`config.mk`:
```
export PLATFORM = sky130hd
export DESIGN_NAME = switch_event_arbiter
export DESIGN_NICKNAME = d
export VERILOG_FILES = /design/src/rtl/switch_event_arbiter_pkg.sv /design/src/rtl/switch_debounce_channel.sv /design/src/rtl/switch_event_arbiter.sv
export SDC_FILE = /design/constraint.sdc
export NUM_CORES = 1
export LEC_CHECK = 0
export CAP_MARGIN = 25
export CORE_ASPECT_RATIO = 0.9
export CORE_MARGIN = 2
export CORE_UTILIZATION = 54
export CTS_CLUSTER_DIAMETER = 60
export DETAILED_ROUTE_END_ITERATION = 7
export PLACE_DENSITY = 0.75
export SKIP_CTS_REPAIR_TIMING = 1
export SLEW_MARGIN = 20
export SYNTH_ARGS = -nofsm -noshare
export SYNTH_HDL_FRONTEND = slang
export SYNTH_SLANG_ARGS = --single-unit
```
`constraint.sdc`:
```
create_clock -name i_clk -period 1.8 [get_ports i_clk]
set_clock_uncertainty 0.05 [all_clocks]
set_input_delay 0.36 -clock i_clk [delete_from_list [all_inputs] [get_ports i_clk]]
set_output_delay 0.36 -clock i_clk [all_outputs]
set_load 0.1 [all_outputs]
```
`src/rtl/switch_event_arbiter_pkg.sv`:
```
// Shared definitions for the switch event arbiter.
// Contents:
//   EV_RELEASE / EV_PRESS : encoding of an event direction (falling / rising edge)
//   ST_IDLE / ST_PRESENT  : arbiter FSM state encoding
package switch_event_arbiter_pkg;

    localparam logic EV_RELEASE = 1'b0;
    localparam logic EV_PRESS   = 1'b1;

    localparam logic [0:0] ST_IDLE    = 1'b0;
    localparam logic [0:0] ST_PRESENT = 1'b1;

endpackage

```
`src/rtl/switch_debounce_channel.sv`:
```
// One debounced switch channel: two-flop synchronizer, stable-tick counter,
// committed state and a one-deep pending-event slot.
// Ports:
//   i_clk, i_rst     : clock, synchronous active-high reset
//   i_switch         : raw asynchronous switch level
//   i_tick           : shared sample tick, one cycle wide
//   i_clear          : arbiter has taken this channel's pending event
//   o_state          : debounced level (registered)
//   o_pending        : an event is waiting for the arbiter
//   o_pdir           : direction of the pending event (EV_PRESS / EV_RELEASE)
//   o_overflow_hit   : a commit is overwriting a pending event this cycle
module switch_debounce_channel
    import switch_event_arbiter_pkg::*;
#(
    parameter int STABLE_TICKS = 1000
) (
    input  logic i_clk,
    input  logic i_rst,
    input  logic i_switch,
    input  logic i_tick,
    input  logic i_clear,
    output logic o_state,
    output logic o_pending,
    output logic o_pdir,
    output logic o_overflow_hit
);

    localparam int CNT_W = $clog2(STABLE_TICKS);
    localparam logic [CNT_W-1:0] CNT_LAST = CNT_W'(STABLE_TICKS - 1);

    logic             sync1_q;
    logic             sync2_q;
    logic [CNT_W-1:0] count_q;
    logic [CNT_W-1:0] count_d;
    logic             state_q;
    logic             state_d;
    logic             pending_q;
    logic             pending_d;
    logic             pdir_q;
    logic             pdir_d;
    logic             commit_s;

    // Stable counter and state: only advance on a sample tick.
    always_comb begin
        commit_s = 1'b0;
        count_d  = count_q;
        state_d  = state_q;
        if (i_tick) begin
            if (sync2_q == state_q) begin
                count_d = '0;
            end else if (count_q == CNT_LAST) begin
                commit_s = 1'b1;
                state_d  = sync2_q;
                count_d  = '0;
            end else begin
                count_d = count_q + CNT_W'(1);
            end
        end else begin
            count_d = count_q;
        end
    end

    // Pending slot: a new commit beats a same-cycle clear from the arbiter.
    always_comb begin
        pending_d = pending_q;
        pdir_d    = pdir_q;
        if (commit_s) begin
            pending_d = 1'b1;
            pdir_d    = sync2_q ? EV_PRESS : EV_RELEASE;
        end else if (i_clear) begin
            pending_d = 1'b0;
        end else begin
            pending_d = pending_q;
        end
    end

    // Synchronizer, counter, state and pending registers.
    always_ff @(posedge i_clk) begin
        if (i_rst) begin
            sync1_q   <= 1'b0;
            sync2_q   <= 1'b0;
            count_q   <= '0;
            state_q   <= 1'b0;
            pending_q <= 1'b0;
            pdir_q    <= 1'b0;
        end else begin
            sync1_q   <= i_switch;
            sync2_q   <= sync1_q;
            count_q   <= count_d;
            state_q   <= state_d;
            pending_q <= pending_d;
            pdir_q    <= pdir_d;
        end
    end

    // An overwrite only counts when the old event was not being taken this cycle.
    assign o_overflow_hit = commit_s & pending_q & ~i_clear;
    assign o_state        = state_q;
    assign o_pending      = pending_q;
    assign o_pdir         = pdir_q;

endmodule

```
`src/rtl/switch_event_arbiter.sv`:
```
// Debounces NUM_SWITCHES switches and arbitrates their press/release events
// round-robin onto a single valid/ready event port.
// Ports:
//   i_clk, i_rst   : clock, synchronous active-high reset
//   i_switches     : raw asynchronous switch levels
//   o_debounced    : debounced levels
//   o_event_valid  : an event is presented
//   i_event_ready  : consumer accepts the presented event
//   o_event_id     : channel of the presented event
//   o_event_press  : 1 = press (rising), 0 = release (falling)
//   o_overflow     : one-cycle pulse when a pending event was overwritten
module switch_event_arbiter
    import switch_event_arbiter_pkg::*;
#(
    parameter int NUM_SWITCHES = 4,
    parameter int TICK_DIVIDE  = 250,
    parameter int STABLE_TICKS = 1000
) (
    input  logic                            i_clk,
    input  logic                            i_rst,
    input  logic [NUM_SWITCHES-1:0]         i_switches,
    output logic [NUM_SWITCHES-1:0]         o_debounced,
    output logic                            o_event_valid,
    input  logic                            i_event_ready,
    output logic [$clog2(NUM_SWITCHES)-1:0] o_event_id,
    output logic                            o_event_press,
    output logic                            o_overflow
);

    localparam int ID_W  = $clog2(NUM_SWITCHES);
    localparam int PRE_W = $clog2(TICK_DIVIDE);
    localparam logic [PRE_W-1:0] PRE_LAST = PRE_W'(TICK_DIVIDE - 1);
    localparam logic [ID_W-1:0]  ID_LAST  = ID_W'(NUM_SWITCHES - 1);

    logic [PRE_W-1:0]        presc_q;
    logic                    tick_s;
    logic [NUM_SWITCHES-1:0] state_vec_s;
    logic [NUM_SWITCHES-1:0] pending_s;
    logic [NUM_SWITCHES-1:0] pdir_s;
    logic [NUM_SWITCHES-1:0] ovf_hit_s;
    logic [NUM_SWITCHES-1:0] clear_s;
    logic                    hi_found_s;
    logic                    lo_found_s;
    logic [ID_W-1:0]         hi_id_s;
    logic [ID_W-1:0]         lo_id_s;
    logic                    hi_dir_s;
    logic                    lo_dir_s;
    logic                    grant_found_s;
    logic [ID_W-1:0]         grant_id_s;
    logic                    grant_dir_s;
    logic [0:0]              fsm_q;
    logic [0:0]              fsm_d;
    logic                    valid_q;
    logic                    valid_d;
    logic [ID_W-1:0]         id_q;
    logic [ID_W-1:0]         id_d;
    logic                    press_q;
    logic                    press_d;
    logic [ID_W-1:0]         ptr_q;
    logic [ID_W-1:0]         ptr_d;
    logic                    overflow_q;

    assign tick_s = (presc_q == PRE_LAST);

    for (genvar g = 0; g < NUM_SWITCHES; g++) begin : g_ch
        switch_debounce_channel #(
            .STABLE_TICKS(STABLE_TICKS)
        ) u_ch (
            .i_clk          (i_clk),
            .i_rst          (i_rst),
            .i_switch       (i_switches[g]),
            .i_tick         (tick_s),
            .i_clear        (clear_s[g]),
            .o_state        (state_vec_s[g]),
            .o_pending      (pending_s[g]),
            .o_pdir         (pdir_s[g]),
            .o_overflow_hit (ovf_hit_s[g])
        );
    end

    // Round-robin pick: lowest pending index >= ptr, else lowest pending index
    // below ptr. Scanning downwards lets the last hit be the lowest index.
    always_comb begin
        hi_found_s = 1'b0;
        lo_found_s = 1'b0;
        hi_id_s    = '0;
        lo_id_s    = '0;
        hi_dir_s   = 1'b0;
        lo_dir_s   = 1'b0;
        for (int j = NUM_SWITCHES - 1; j >= 0; j--) begin
            if (pending_s[j] && (ID_W'(j) >= ptr_q)) begin
                hi_found_s = 1'b1;
                hi_id_s    = ID_W'(j);
                hi_dir_s   = pdir_s[j];
            end else if (pending_s[j]) begin
                lo_found_s = 1'b1;
                lo_id_s    = ID_W'(j);
                lo_dir_s   = pdir_s[j];
            end else begin
                hi_found_s = hi_found_s;
            end
        end
        grant_found_s = hi_found_s | lo_found_s;
        grant_id_s    = hi_found_s ? hi_id_s  : lo_id_s;
        grant_dir_s   = hi_found_s ? hi_dir_s : lo_dir_s;
    end

    // Clear the granted channel's pending flag in the cycle the grant is latched.
    always_comb begin
        clear_s = '0;
        for (int j = 0; j < NUM_SWITCHES; j++) begin
            if ((fsm_q == ST_IDLE) && grant_found_s && (grant_id_s == ID_W'(j))) begin
                clear_s[j] = 1'b1;
            end else begin
                clear_s[j] = 1'b0;
            end
        end
    end

    // Arbiter FSM: IDLE latches a grant, PRESENT holds it until accepted.
    always_comb begin
        fsm_d   = fsm_q;
        valid_d = valid_q;
        id_d    = id_q;
        press_d = press_q;
        ptr_d   = ptr_q;
        case (fsm_q)
            ST_IDLE: begin
                if (grant_found_s) begin
                    id_d    = grant_id_s;
                    press_d = grant_dir_s;
                    valid_d = 1'b1;
                    fsm_d   = ST_PRESENT;
                end else begin
                    valid_d = 1'b0;
                end
            end
            ST_PRESENT: begin
                if (i_event_ready) begin
                    valid_d = 1'b0;
                    fsm_d   = ST_IDLE;
                    ptr_d   = (id_q == ID_LAST) ? '0 : id_q + ID_W'(1);
                end else begin
                    valid_d = 1'b1;
                end
            end
            default: begin
                fsm_d   = ST_IDLE;
                valid_d = 1'b0;
            end
        endcase
    end

    // Prescaler, FSM, output and overflow registers.
    always_ff @(posedge i_clk) begin
        if (i_rst) begin
            presc_q    <= '0;
            fsm_q      <= ST_IDLE;
            valid_q    <= 1'b0;
            id_q       <= '0;
            press_q    <= 1'b0;
            ptr_q      <= '0;
            overflow_q <= 1'b0;
        end else begin
            presc_q    <= tick_s ? '0 : presc_q + PRE_W'(1);
            fsm_q      <= fsm_d;
            valid_q    <= valid_d;
            id_q       <= id_d;
            press_q    <= press_d;
            ptr_q      <= ptr_d;
            overflow_q <= |ovf_hit_s;
        end
    end

    assign o_debounced   = state_vec_s;
    assign o_event_valid = valid_q;
    assign o_event_id    = id_q;
    assign o_event_press = press_q;
    assign o_overflow    = overflow_q;

endmodule

```
==> After elaboration in Yosys (flattened, before gate mapping) <==
Cells that the tools add are included.
{ "totals": {"input_bits": 7, "latch_bits": 0, "out_inout_bits": 9, "memories": 0, "ff_bits": 75, "mem_bits_ro": 0, "ramBits": 0, "word_cells": 171} }
{ "classes": {"div_mod_pow": 0, "n_mux": 78, "n_lt_le_gt_ge": 4, "add_sub_neg": 6, "n_mul": 0, "n_reduce_logical": 22, "n_shift": 0, "n_eq_ne": 13, "n_bitwise": 18} }
{ "op_table": {"columns": ["cell", "count"], "rows": [
  ["$mux W10", 8],
  ["$mux W1", 55],
  ["$add A10 B1 Y10 const B", 4],
  ["$eq A10 B10 Y1 const B", 4],
  ["$mux W2", 14],
  ["$reduce_and A3 Y1", 4],
  ["$logic_and A1 B1 Y1", 9],
  ["$not A1 Y1", 9],
  ["$add A8 B1 Y8 const B", 1],
  ["$and A1 B1 Y1", 8],
  ["$eq A8 B8 Y1 const B", 1],
  ["$reduce_bool A2 Y1", 4],
  ["$eq A2 B2 Y1 const B", 3],
  ["$eq A1 B1 Y1", 4],
  ["$ge A1 B2 Y1 const A", 2],
  ["$ge A2 B2 Y1 const A", 2],
  ["$reduce_and A2 Y1", 2],
  ["$reduce_or A4 Y1", 1],
  ["$add A2 B1 Y2 const B", 1],
  ["$eq A2 B1 Y1 const B", 1],
  ["$logic_not A2 Y1", 1],
  ["$pmux W1 S2", 1],
  ["$reduce_or A2 Y1", 1],
  ["$or A1 B1 Y1", 1]
]} }

==> Longest topological paths before layout <==
Gate-level depths: netlist of the first run.
{ "depth": {"depth_word": 16, "depth_mapped": 9, "ltp_nobuf": 7} }

==> Cells and area by module <==
A second synthesis of the first run with hierarchy kept.
{ "unflattened": {"hier_cells": 374, "area_unflattened_um2": 3465.8} }
{ "modules_own_cells": {"columns": ["module", "n_inst", "seq_area_each_um2", "cells_each", "area_per_inst_um2"], "rows": [
  ["switch_debounce_channel", 4, 280.3, 66, 649.4],
  ["switch_event_arbiter", 1, 300.3, 110, 868.3]
]} }

==> Least setup slack after synthesis of the first run <==
OpenSTA, ideal clock, no wires.
{ "synth_path": {"path_type": "flip-flop to flip-flop", "start": "register o_event_valid (netlist name)", "end": "register overflow_q (netlist: o_overflow)", "slack_ps": -119, "synth_period_minus_slack_ps": 1919, "n_path_buf": 1, "t_required_ps": 1669, "arrival_ps": 1788, "path_stages_with_launch": 6, "setup_time_ps": 81, "path_cell_list": "dfxtp_1 -> clkbuf_1 -> nor2_1 -> nand3b_1 -> o211ai_1 -> a41oi_1"} }
{ "synth_lines": {"columns": ["item", "line_no", "rtl"], "rows": [
  ["end signal: assignment", "switch_event_arbiter.sv:171", "overflow_q <= |ovf_hit_s;"],
  ["end: declaration", "switch_event_arbiter.sv:61", "logic overflow_q;"]
]} }

==> Worst setup path in the final report of the first run <==
{ "layout_path": {"start": "register g_ch[3].u_ch.count_q[0]", "end": "register g_ch[3].u_ch.count_q[9]"} }
{ "layout_via": {"elab_chain_len": 3, "elab_cells_between_ends": 4, "cone_classes": "1 x add/sub; 1 x eq/ne; 2 x mux"} }
{ "layout_lines": {"columns": ["item", "line_no", "rtl"], "rows": [
  ["start: declaration", "switch_debounce_channel.sv:33", "logic [CNT_W-1:0] count_q;"],
  ["start signal: assignment", "switch_debounce_channel.sv:89", "count_q <= count_d;"],
  ["$add A10 B1 Y10 / $eq A10 B10 Y1 (equally long branches)", "switch_debounce_channel.sv:56, switch_debounce_channel.sv:51", null],
  ["$mux W10 (*)", "switch_debounce_channel.sv:51", "end else if (count_q == CNT_LAST) begin"],
  ["$mux W10 (*)", "switch_debounce_channel.sv:49", "if (sync2_q == state_q) begin"]
]} }
Mark *: on every way between the ends. The rest lies on a longest branch, timed or not.
A chain may end at the register's enable or synchronous reset.

==> results by group, run 1 <==
Floorplanning
  – Chip Width: between 90 and 100 um
  – IO Pins: 16
  – Die area: 0.007372 mm^2
  – Core area: approximately 0.0065 mm^2
  – Die Height: between 80 and 90 um
  – FP Rows: 28
  – Initial Utilization: 55.53%

Synth
  – Mapped Nets: roughly 440
  – Top-count cell post-synth: dfxtp_1
  – Synth top area cells: dfxtp_1 (41%), o21ai_0 (4.6%), a21oi_1 (4.1%)
  – Synth Flop Type: dfxtp_1
  – Synth top cells by count: dfxtp_1 (74), nand2_1 (38), o21ai_0 (33)
  – Share of the synthesized area in the top cell type: between 40% and 50%
  – Synth Cell Area: ~0.0036 mm^2
  – Yosys top cell by area: dfxtp_1
  – Sequential share of the synthesized area: approximately two fifths
  – EDFF count, synth: 0
  – Synth cell types: 59
  – Avg Cell Area, Syn: about 8.5 um^2
  – Async SR Flop Fraction: 0%
  – Register bit total from synthesis: 74
  – Ys Warns: 0
  – Mapped Cells: around 420

Timing
  – Final worst path period share: between 90% and 100%
  – Setup TNS: 0 ps
  – Hold Fails Final Rpt: 0
  – Relative slew slack: between 60% and 70%
  – RSZ-0062 raised after global routing: true
  – F_max: roughly 0.56 GHz
  – Final setup fails: 0
  – Min Tclk post-route: 1785 ps
  – Worst-margin pin slew: 464.4 ps
  – Post-route setup slack: 15.18 ps
  – Slew Viols, Final: 0

Place
  – Input/output buffers: 15
  – Dpl ws: -39.40 ps
  – Post-DP HPWL: just over 6 mm
  – Placer Congestion: between 0.9 and 1
  – Area post-placement: roughly 0.0043 mm^2

Global route
  – Vias in the first global route: between 3,000 and 4,000
  – Tot GR Track Use: 24.14%
  – Initial antenna violation count: 0
  – Final global-route overflow total: 0
  – Global-route wire length before repair: approximately 14 mm
  – Largest net degree at the start of global routing: 26

Setup path
  – Type of origin of the critical path: register
  – Worst setup EP type: register
  – CP Data Arrival Time: about 2000 ps
  – WP data required: approximately 2000 ps
  – Crit Path Class: reg2reg
  – Critical path fanouts, max: 4

Detailed routing
  – Via count: 3,341
  – Antenna viol nets, final: 0
  – Vias/cell: between 5 and 6
  – Iter 0 DRT Violations: 184
  – Routed Wire Length: between 8 and 9 mm
  – Wirelength per Cell: around 15 um
  – Pre-antenna DRT Iters: 4
  – Drt drc: 0

Layout
  – Antenna diodes: 0
  – Final nets: approximately 500
  – Fill cells: approximately 500
  – Final Cell Area: ~0.0046 mm^2
  – Layout cells sized above 1: between 20% and 30%
  – P&R area growth vs syn: 28.25%
  – Reg area: 0.001488 mm^2
  – Area taken by multi-input logic gates: around 0.0021 mm^2

Clock tree
  – CTS Buf Count: 9
  – Clock buffer depth: 2
  – Clk sink count: 74
  – H-tree levels: 3
  – Worst skew pair latency: about 360 ps
  – CTS tree: built
  – Root buf cell: clkbuf_8
  – Clock transition at the registers of the reported paths: ~80 ps

Run
  – Max Cap Viol: 0

Min path
  – Worst hold-check path type: in2reg

Power and ir drop
  – Leakage: 0.001754 uW
  – Worst VDD drop: 0.0005648 V
  – Pwr Density: about 670 mW/mm^2

Status
  – Status: completed
## layer usage
| metal | routed length, um | vias to the layer above | global-route usage (%) |
|---|---|---|---|
| li1 | - | 1646 | - |
| met1 | 3923 | 1608 | 29.08 |
| met2 | 4284 | 76 | 40.83 |
| met3 | 342 | 11 | 7.982 |
| met4 | 118 | 0 | 9.231 |
| met5 | 0 | - | 0 |
## per-stage QoR
| stage | std cells | power, uW | utilization, % | hold WS [ps] |
|---|---|---|---|---|
| 6_report | 583 | 3113 | 71.22 | 282.6 |
| 5_1_grt | 583 | 3213 | 71.22 | 287.6 |
| 4_1_cts | 580 | 3131 | 69.16 | 254.2 |
| 3_5_place_dp | 564 | 1811 | 66.03 | 375.8 |
| 3_3_place_gp | 564 | 1807 | 66.03 | 370.8 |
| 2_1_floorplan | 424 | 1758 | - | 363.8 |
## registers in the layout (all words and copies together) (netlist names)
signal / count
g_ch.u_ch.sync1_q: 4
ptr_q: 2
g_ch.u_ch.o_pdir: 4
g_ch.u_ch.o_state: 3
g_ch.u_ch.o_pending: 4
presc_q: 8
o_event_id: 2
g_ch.u_ch.sync2_q: 4
o_event_press: 1
o_overflow: 1
o_event_valid: 1
g_ch.u_ch.count_q: 40
## cell usage in the layout, fill, tap and decap left out, types with 6 or more instances in the layout
cell type / count
clkbuf_8: 10
xnor2_1: 10
nor4_1: 7
buf_12: 10
buf_4: 60
mux2i_1: 7
xor2_1: 11
nor2_1: 31
inv_1: 9
a22o_1: 7
nor3_1: 9
and3_1: 13
nand3_1: 21
a21oi_1: 30
nand2_1: 38
dfxtp_1: 69
nor2b_1: 8
o21ai_0: 31
or3_1: 6
## critical path: stages (launching register included)
cell and delay [ps]:
dfxtp_1 320, ha_2 190, nand4_1 150, nor4b_4 80
buf_4 150, or3_4 370, or3_1 340, o21ai_1 70
## kinds of logic (layout without fill, tap and decap cells)
kind of cell             after synthesis  count (layout)  share of synthesized area (%)
AO/OA/AOI/OAI                         95              95                          15.70
XOR/XNOR                              22              22                          5.532
adder cells (fa/ha/maj)                7               7                          2.420
buffers and inverters                 34             103                          4.460
flip-flops                            74              74                          40.94
multiplexers                           8               8                          2.248
AND/OR/NAND/NOR                      184             184                          28.70
## power breakdown
group | switching (uW) | internal [uW] | total [uW] | leakage (uW)
clock | 658 | 677 | 1340 | 0.0000945
sequential | 9.85 | 1650 | 1660 | 0.000601
combinational | 63.1 | 52.7 | 116 | 0.00106
## area by class of cell
class,instances,area share (%)
clock inverters,6,1.429
flip-flops and latches,74,32.06
well taps,90,2.427
clock buffers,10,2.966
multi-input cells,316,44.70
inverters,9,0.7280
repair buffers,78,15.69
## worst paths after layout
path,from,end,depth (start not counted),slack (ps)
worst max-delay path,g_ch[3].u_ch.count_q[0],g_ch[3].u_ch.count_q[9],7,20
worst max register to register,g_ch[3].u_ch.count_q[0],g_ch[3].u_ch.count_q[9],7,20
worst min-delay path,i_rst,g_ch[2].u_ch.count_q[7],2,280
worst min register to register,g_ch[2].u_ch.sync1_q,g_ch[2].u_ch.sync2_q,1,390
No activity file was read; power rests on OpenSTA's default activity.
==> run 2: changes to the inputs <==
CTS_CLUSTER_DIAMETER = not set   (was 60)
SKIP_CTS_REPAIR_TIMING = not set   (was 1)
==> results by group, run 2 (synthesized netlist as in run 1, its figures left out) <==
Status
  – Status: finished with violations
  – Failing checks: setup timing

Global route
  – Tot GR Track Use: 24.10% (-0.040 points)
  – Vias in the first global route: 3,192 (-0.16%)
  – Largest net degree at the start of global routing: 26 (unchanged)
  – Initial antenna violation count: 0 (unchanged)
  – Global-route wire length before repair: 14.28 mm (-0.19%)
  – Final global-route overflow total: 0 (unchanged)

Setup path
  – Critical Path Start: g_ch[3].u_ch.count_q[0]
  – Slowest CP cell: or3_4
  – Critical path fanouts, max: 3 (-1)
  – Type of origin of the critical path: register
  – R2r endpoint: g_ch[3].u_ch.count_q[9]
  – FF-to-FF Start: g_ch[3].u_ch.count_q[0]
  – WP buf/inv: 1 (unchanged)
  – Delay-heaviest family, CP: simple AND/OR/NAND/NOR gates
  – Worst setup EP type: register
  – FF-to-FF setup slack: -7 ps (-20 ps)
  – Crit Path Class: reg2reg
  – Worst-path cell chain: ha_2 -> nand4_1 -> nor4b_4 -> buf_4 -> or3_4 -> or3_1 -> o21ai_1
  – CP Data Arrival Time: 2050 ps (+20 ps)
  – WP data required: 2050 ps (about the same)
  – Worst Reg-to-Reg Cells: 7 (unchanged)
  – CP peak stage delay: 370 ps (about the same)

Floorplanning
  – Die area: 0.007372 mm^2 (unchanged)
  – Initial Utilization: 55.53% (unchanged)
  – IO Pins: 16 (unchanged)
  – Chip Width: 90.29 um (unchanged)
  – Core area: 0.006516 mm^2 (unchanged)
  – Die Height: 81.66 um (unchanged)
  – FP Rows: 28 (unchanged)

Timing
  – Min Tclk post-route: 1807 ps (+21.95 ps)
  – Worst-margin pin slew: 469.8 ps (+5.417 ps)
  – Final worst path period share: 100.4% (+1.2 points)
  – Hold Fails Final Rpt: 0 (unchanged)
  – Setup TNS: -6.771 ps (-6.771 ps)
  – Final setup fails: 1 (+1)
  – Slew Viols, Final: 0 (unchanged)
  – Post-route setup slack: -6.771 ps (-21.95 ps)
  – RSZ-0062 raised after global routing: true
  – F_max: 0.5535 GHz (-1.2%)
  – Relative slew slack: 68.51% (-0.36 points)

Clock tree
  – Clock buffer depth: 2 (unchanged)
  – Post-CTS Hold Buffers: 0
  – Clk sink count: 74 (unchanged)
  – CTS Buf Count: 9 (unchanged)
  – H-tree levels: 3 (unchanged)
  – Root buf cell: clkbuf_8
  – Worst skew pair latency: 360 ps (about the same)
  – Clock transition at the registers of the reported paths: 80 ps (about the same)
  – CTS tree: built

Layout
  – Largest register FFs: 40 (unchanged)
  – Most common cell after layout, fill and taps aside: dfxtp_1
  – Commonest non-fill, non-tap cells in the layout: dfxtp_1 (67), buf_4 (62), nand2_1 (38), nor2_1 (31), o21ai_0 (31)
  – Layout cells sized above 1: 26.26% (+0.70 points)
  – Final nets: 504 (+0.40%)
  – Top reg by flops: g_ch.u_ch.count_q
  – Regs by FF count: g_ch.u_ch.count_q: 40 flops, presc_q: 8 flops
  – P&R area growth vs syn: 28.32% (about the same)
  – Final Cell Area: 0.004643 mm^2 (about the same)
  – Antenna diodes: 0 (unchanged)

Min path
  – Hold endpoint: g_ch[2].u_ch.count_q[7]
  – Worst Hold Launch: i_rst
  – Worst hold-check path type: in2reg
  – Hold Path Stages: 2 (unchanged)

Place
  – Dpl ws: -39.40 ps (unchanged)
  – Post-DP HPWL: 6.086 mm (unchanged)
  – Input/output buffers: 15 (unchanged)
  – Area post-placement: 0.004303 mm^2 (unchanged)
  – Placer Congestion: 0.9372 (unchanged)

Power and ir drop
  – Worst VDD drop: 0.0005649 V (about the same)
  – Pwr Density: 673.1 mW/mm^2 (+0.35%)
  – Pwr Total: 3125 uW (+0.40%)
  – Leakage: 0.001763 uW (+0.56%)

Detailed routing
  – Pre-antenna DRT Iters: 7 (+3)
  – Wirelength per Cell: 14.96 um (+0.62%)
  – Via count: 3,422 (+2.4%)
  – Vias/cell: 5.850 (+2.1%)
  – Antenna viol nets, final: 0 (unchanged)
  – Iter 0 DRT Violations: 236 (+28%)
  – Routed Wire Length: 8.752 mm (+0.97%)
  – Drt drc: 0 (unchanged)

Run
  – Max Cap Viol: 0 (unchanged)
## run 2: report_power, final
| part | switching [uW] | internal (uW) |
|---|---|---|
| clock | 667 | 677 |
| sequential | 11.0 | 1650 |
| combinational | 63.6 | 54.2 |
| total | 742 | 2380 |
## run 2: area by class of cell
type / instances / area (um^2)
repair buffers: 80 / 737.0
flip-flops and latches: 74 / 1490
inverters: 9 / 33.78
well taps: 90 / 112.6
clock inverters: 6 / 66.31
clock buffers: 10 / 137.6
multi-input cells: 316 / 2066
fillers: 491 / 1873
## run 2: worst max-delay path by stage
| stage | end | cells after the start | slack (ps) |
|---|---|---|---|
| CTS | g_ch[3].u_ch.count_q[9] | 7 | 10 |
| global route | g_ch[3].u_ch.count_q[9] | 7 | -90 |
| finish | g_ch[3].u_ch.count_q[9] | 7 | -7 |
| detailed placement | g_ch[3].u_ch.count_q[9] | 7 | -40 |
| global placement | g_ch[3].u_ch.count_q[9] | 7 | 20 |
| floorplan | g_ch[3].u_ch.count_q[9] | 7 | 40 |
## run 2: worst reg2reg max path, cell delays in order (launching register included)
cell	delay, ps
dfxtp_2	330
ha_2	180
nand4_1	150
nor4b_4	80
buf_4	150
or3_4	370
or3_1	370
o21ai_1	70
## run 2: layer usage
layer	vias to the layer above	track usage (%)	wire length [um]
li1	1656	-	-
met1	1633	29.08	3773
met2	118	40.68	4317
met3	15	7.982	543
met4	0	9.231	118
met5	-	0	0
## run 2: stage by stage
stage                     util [%]  std cells  hold WS, ps
after global routing         71.26        585        275.9
after floorplan                  -        424        363.8
after detailed placement     66.03        564        375.8
after global placement       66.03        564        370.8
final                        71.26        585        266.2
after CTS                    69.20        580        254.2
## run 2: timing repair
item,CTS,global route
setup buffers,0,4
cloned,0,1
pin swaps,0,5
endpoints found under the setup margin,5,33
gates resized for setup,2,30
==> run 3: changes to the inputs <==
GPL_TIMING_DRIVEN = 0   (was not set)
HOLD_SLACK_MARGIN = 0.08   (was not set)
==> results by group, run 3 (synthesized netlist as in run 1, its figures left out) <==
Layout
  – Layout Utilization: 68.89% (-2.4 points)
  – Top reg by flops: g_ch.u_ch.count_q
  – Most common cell after layout, fill and taps aside: dfxtp_1
  – Layout cells sized above 1: 24.10% (-2.2 points)
  – P&R area growth vs syn: 24.07%
  – Fill cells: 527 (+7.3%)
  – Commonest non-fill, non-tap cells in the layout: dfxtp_1 (61), nand2_1 (37), nor2_1 (31), a21oi_1 (29), buf_4 (24)
  – Reg area: 0.001500 mm^2 (+0.67%)
  – Regs by FF count: g_ch.u_ch.count_q: 40 flops, presc_q: 8 flops
  – Fin cells: 563 (-3.8%)
  – Largest register FFs: 40 (unchanged)
  – Area taken by multi-input logic gates: 0.002177 mm^2 (+5.4%)
  – Final nets: 482 (-4.4%)
  – Antenna diodes: 0 (unchanged)

Timing
  – Worst-margin pin slew: 628.4 ps (+158.6 ps)
  – RSZ-0062 raised after global routing: true
  – Post-route setup slack: -22.47 ps (-15.70 ps)
  – Hold Fails Final Rpt: 0 (unchanged)
  – Relative slew slack: 58.11% (-10 points)
  – Min Tclk post-route: 1822 ps (+15.70 ps)
  – Final setup fails: 3 (+2)
  – Final worst path period share: 101.2% (+0.87 points)
  – Slew Viols, Final: 0 (unchanged)
  – F_max: 0.5487 GHz (-0.86%)

Power and ir drop
  – Pwr Density: 690.3 mW/mm^2 (+2.6%)
  – Leakage: 0.001613 uW (-8.6%)
  – Worst VDD drop: 0.0004807 V (-15%)

Floorplanning
  – Die area: 0.007372 mm^2 (unchanged)
  – Chip Width: 90.29 um (unchanged)
  – Core area: 0.006516 mm^2 (unchanged)
  – FP Rows: 28 (unchanged)
  – IO Pins: 16 (unchanged)
  – Die Height: 81.66 um (unchanged)
  – Initial Utilization: 55.53% (unchanged)

Setup path
  – Worst Reg-to-Reg Cells: 11 (+4)
  – Critical path fanouts, max: 6 (+3)
  – Slowest CP cell: dfxtp_2
  – CP Data Arrival Time: 2050 ps (about the same)
  – Type of origin of the critical path: register
  – Worst setup EP type: register
  – CP peak stage delay: 330 ps (-40 ps)
  – Worst-path cell chain: inv_2 -> ha_4 -> and3b_1 -> buf_6 -> buf_6 -> nand3_4 -> buf_6 -> nor3_4 -> buf_6 -> nand2_1 -> o21ai_1
  – CP dominant cell by count: buf_6
  – Crit Path Class: reg2reg
  – WP data required: 2030 ps (-20 ps)

Global route
  – Global-route wire length before repair: 13.79 mm (-3.4%)
  – Largest net degree at the start of global routing: 15 (-42%)
  – Tot GR Track Use: 23.29% (-0.82 points)
  – Initial antenna violation count: 0 (unchanged)
  – Final global-route overflow total: 0 (unchanged)
  – Vias in the first global route: 2,889 (-9.5%)

Detailed routing
  – Iter 0 DRT Violations: 252 (+6.8%)
  – Via count: 3,323 (-2.9%)
  – Drt drc: 0 (unchanged)
  – Routed Wire Length: 8.691 mm (-0.70%)
  – Antenna viol nets, final: 0 (unchanged)
  – Vias/cell: 5.902 (+0.90%)
  – Wirelength per Cell: 15.44 um (+3.2%)
  – Pre-antenna DRT Iters: 7 (unchanged)

Clock tree
  – Clock buffer depth: 2 (unchanged)
  – Worst skew pair latency: 360 ps (about the same)
  – CTS tree: built
  – CTS Buf Count: 9 (unchanged)
  – Root buf cell: clkbuf_8
  – H-tree levels: 3 (unchanged)
  – Clk sink count: 74 (unchanged)
  – Post-CTS Hold Buffers: 0 (unchanged)
  – Clock transition at the registers of the reported paths: 80 ps (about the same)

Place
  – Post-DP HPWL: 5.425 mm (-11%)
  – Placed cells: 528 (-6.4%)
  – Placer Congestion: 0.8790 (-6.2%)
  – Input/output buffers: 14 (-1)

Status
  – Status: finished with violations
  – Failing checks: setup timing

Min path
  – Worst hold-check path type: reg2reg
  – Hold Path Stages: 1 (-1)

Run
  – Max Cap Viol: 0 (unchanged)
-- run 3: cell types whose count changed in the layout (fill, tap and decap cells not counted), sizes merged --
cell,before,now
buf,75,41
clkbuf,10,16
clkdlybuf4s15,0,5
clkinv,2,0
clkinvlp,3,4
inv,9,11
-- run 3: per-layer routing --
metal	GRT usage [%]	up-vias	share of wire (%)
li1	-	1615	-
met1	30.93	1592	46
met2	38.05	101	47
met3	6.239	15	5.3
met4	6.308	0	1.6
met5	0	-	0
-- run 3: cell type report --
cell class	instances	share of cell area, %
inverter	9	0.7525
sequential	74	33.42
timing repair buffer	37	7.051
tap	90	2.508
clock inverter	7	1.728
clock buffer	9	2.759
buffer	21	3.289
multi-input combinational	316	48.49
-- run 3: where the power goes --
group          switching (uW)  total, uW  internal (uW)
Sequential               12.7       1660           1650
Clock                     671       1320            649
Combinational            68.1        116           47.7
Total                     752       3100           2350
-- run 3: through the flow --
| stage | area, um^2 | worst slack (ps) | total power [uW] | hold slack (ps) | TNS, ps |
|---|---|---|---|---|---|
| 5_1_grt | 4489 | -89.20 | 3211 | 420.0 | -593.6 |
| 2_1_floorplan | 3620 | 39.79 | 1758 | 363.8 | 0 |
| 6_report | 4489 | -22.47 | 3099 | 396.1 | -48.88 |
| 4_1_cts | 4322 | 5.078 | 3107 | 397.2 | 0 |
| 3_5_place_dp | 3872 | -342.2 | 1794 | 374.5 | -12760 |
| 3_3_place_gp | 3872 | -287.1 | 1791 | 372.8 | -10310 |
-- run 3: worst paths after layout --
check / to / start / slack (ps)
worst max-delay path: g_ch[1].u_ch.count_q[2] / presc_q[1] / -20
worst min-delay path: g_ch[2].u_ch.sync2_q / g_ch[2].u_ch.sync1_q / 400
worst max register to register: g_ch[1].u_ch.count_q[2] / presc_q[1] / -20
worst min register to register: g_ch[2].u_ch.sync2_q / g_ch[2].u_ch.sync1_q / 400
-- run 3: what timing repair did --
| item | 4_1_cts | 5_1_grt |
|---|---|---|
| pin swaps | 9 | 10 |
| endpoints found under the setup margin | 53 | 38 |
| resized for setup | 68 | 47 |
| setup buffers | 19 | 4 |
| cloned | 0 | 0 |
-- run 3: worst max-delay path, delay by kind of cell, from the launching register on --
kind / cells / cell delay [ps]
buffers and inverters: 5 / 610
adders and majority gates: 1 / 110
DFF: 1 / 330
AOI/OAI and AO/OA: 1 / 130
and+or+nand+nor: 4 / 530
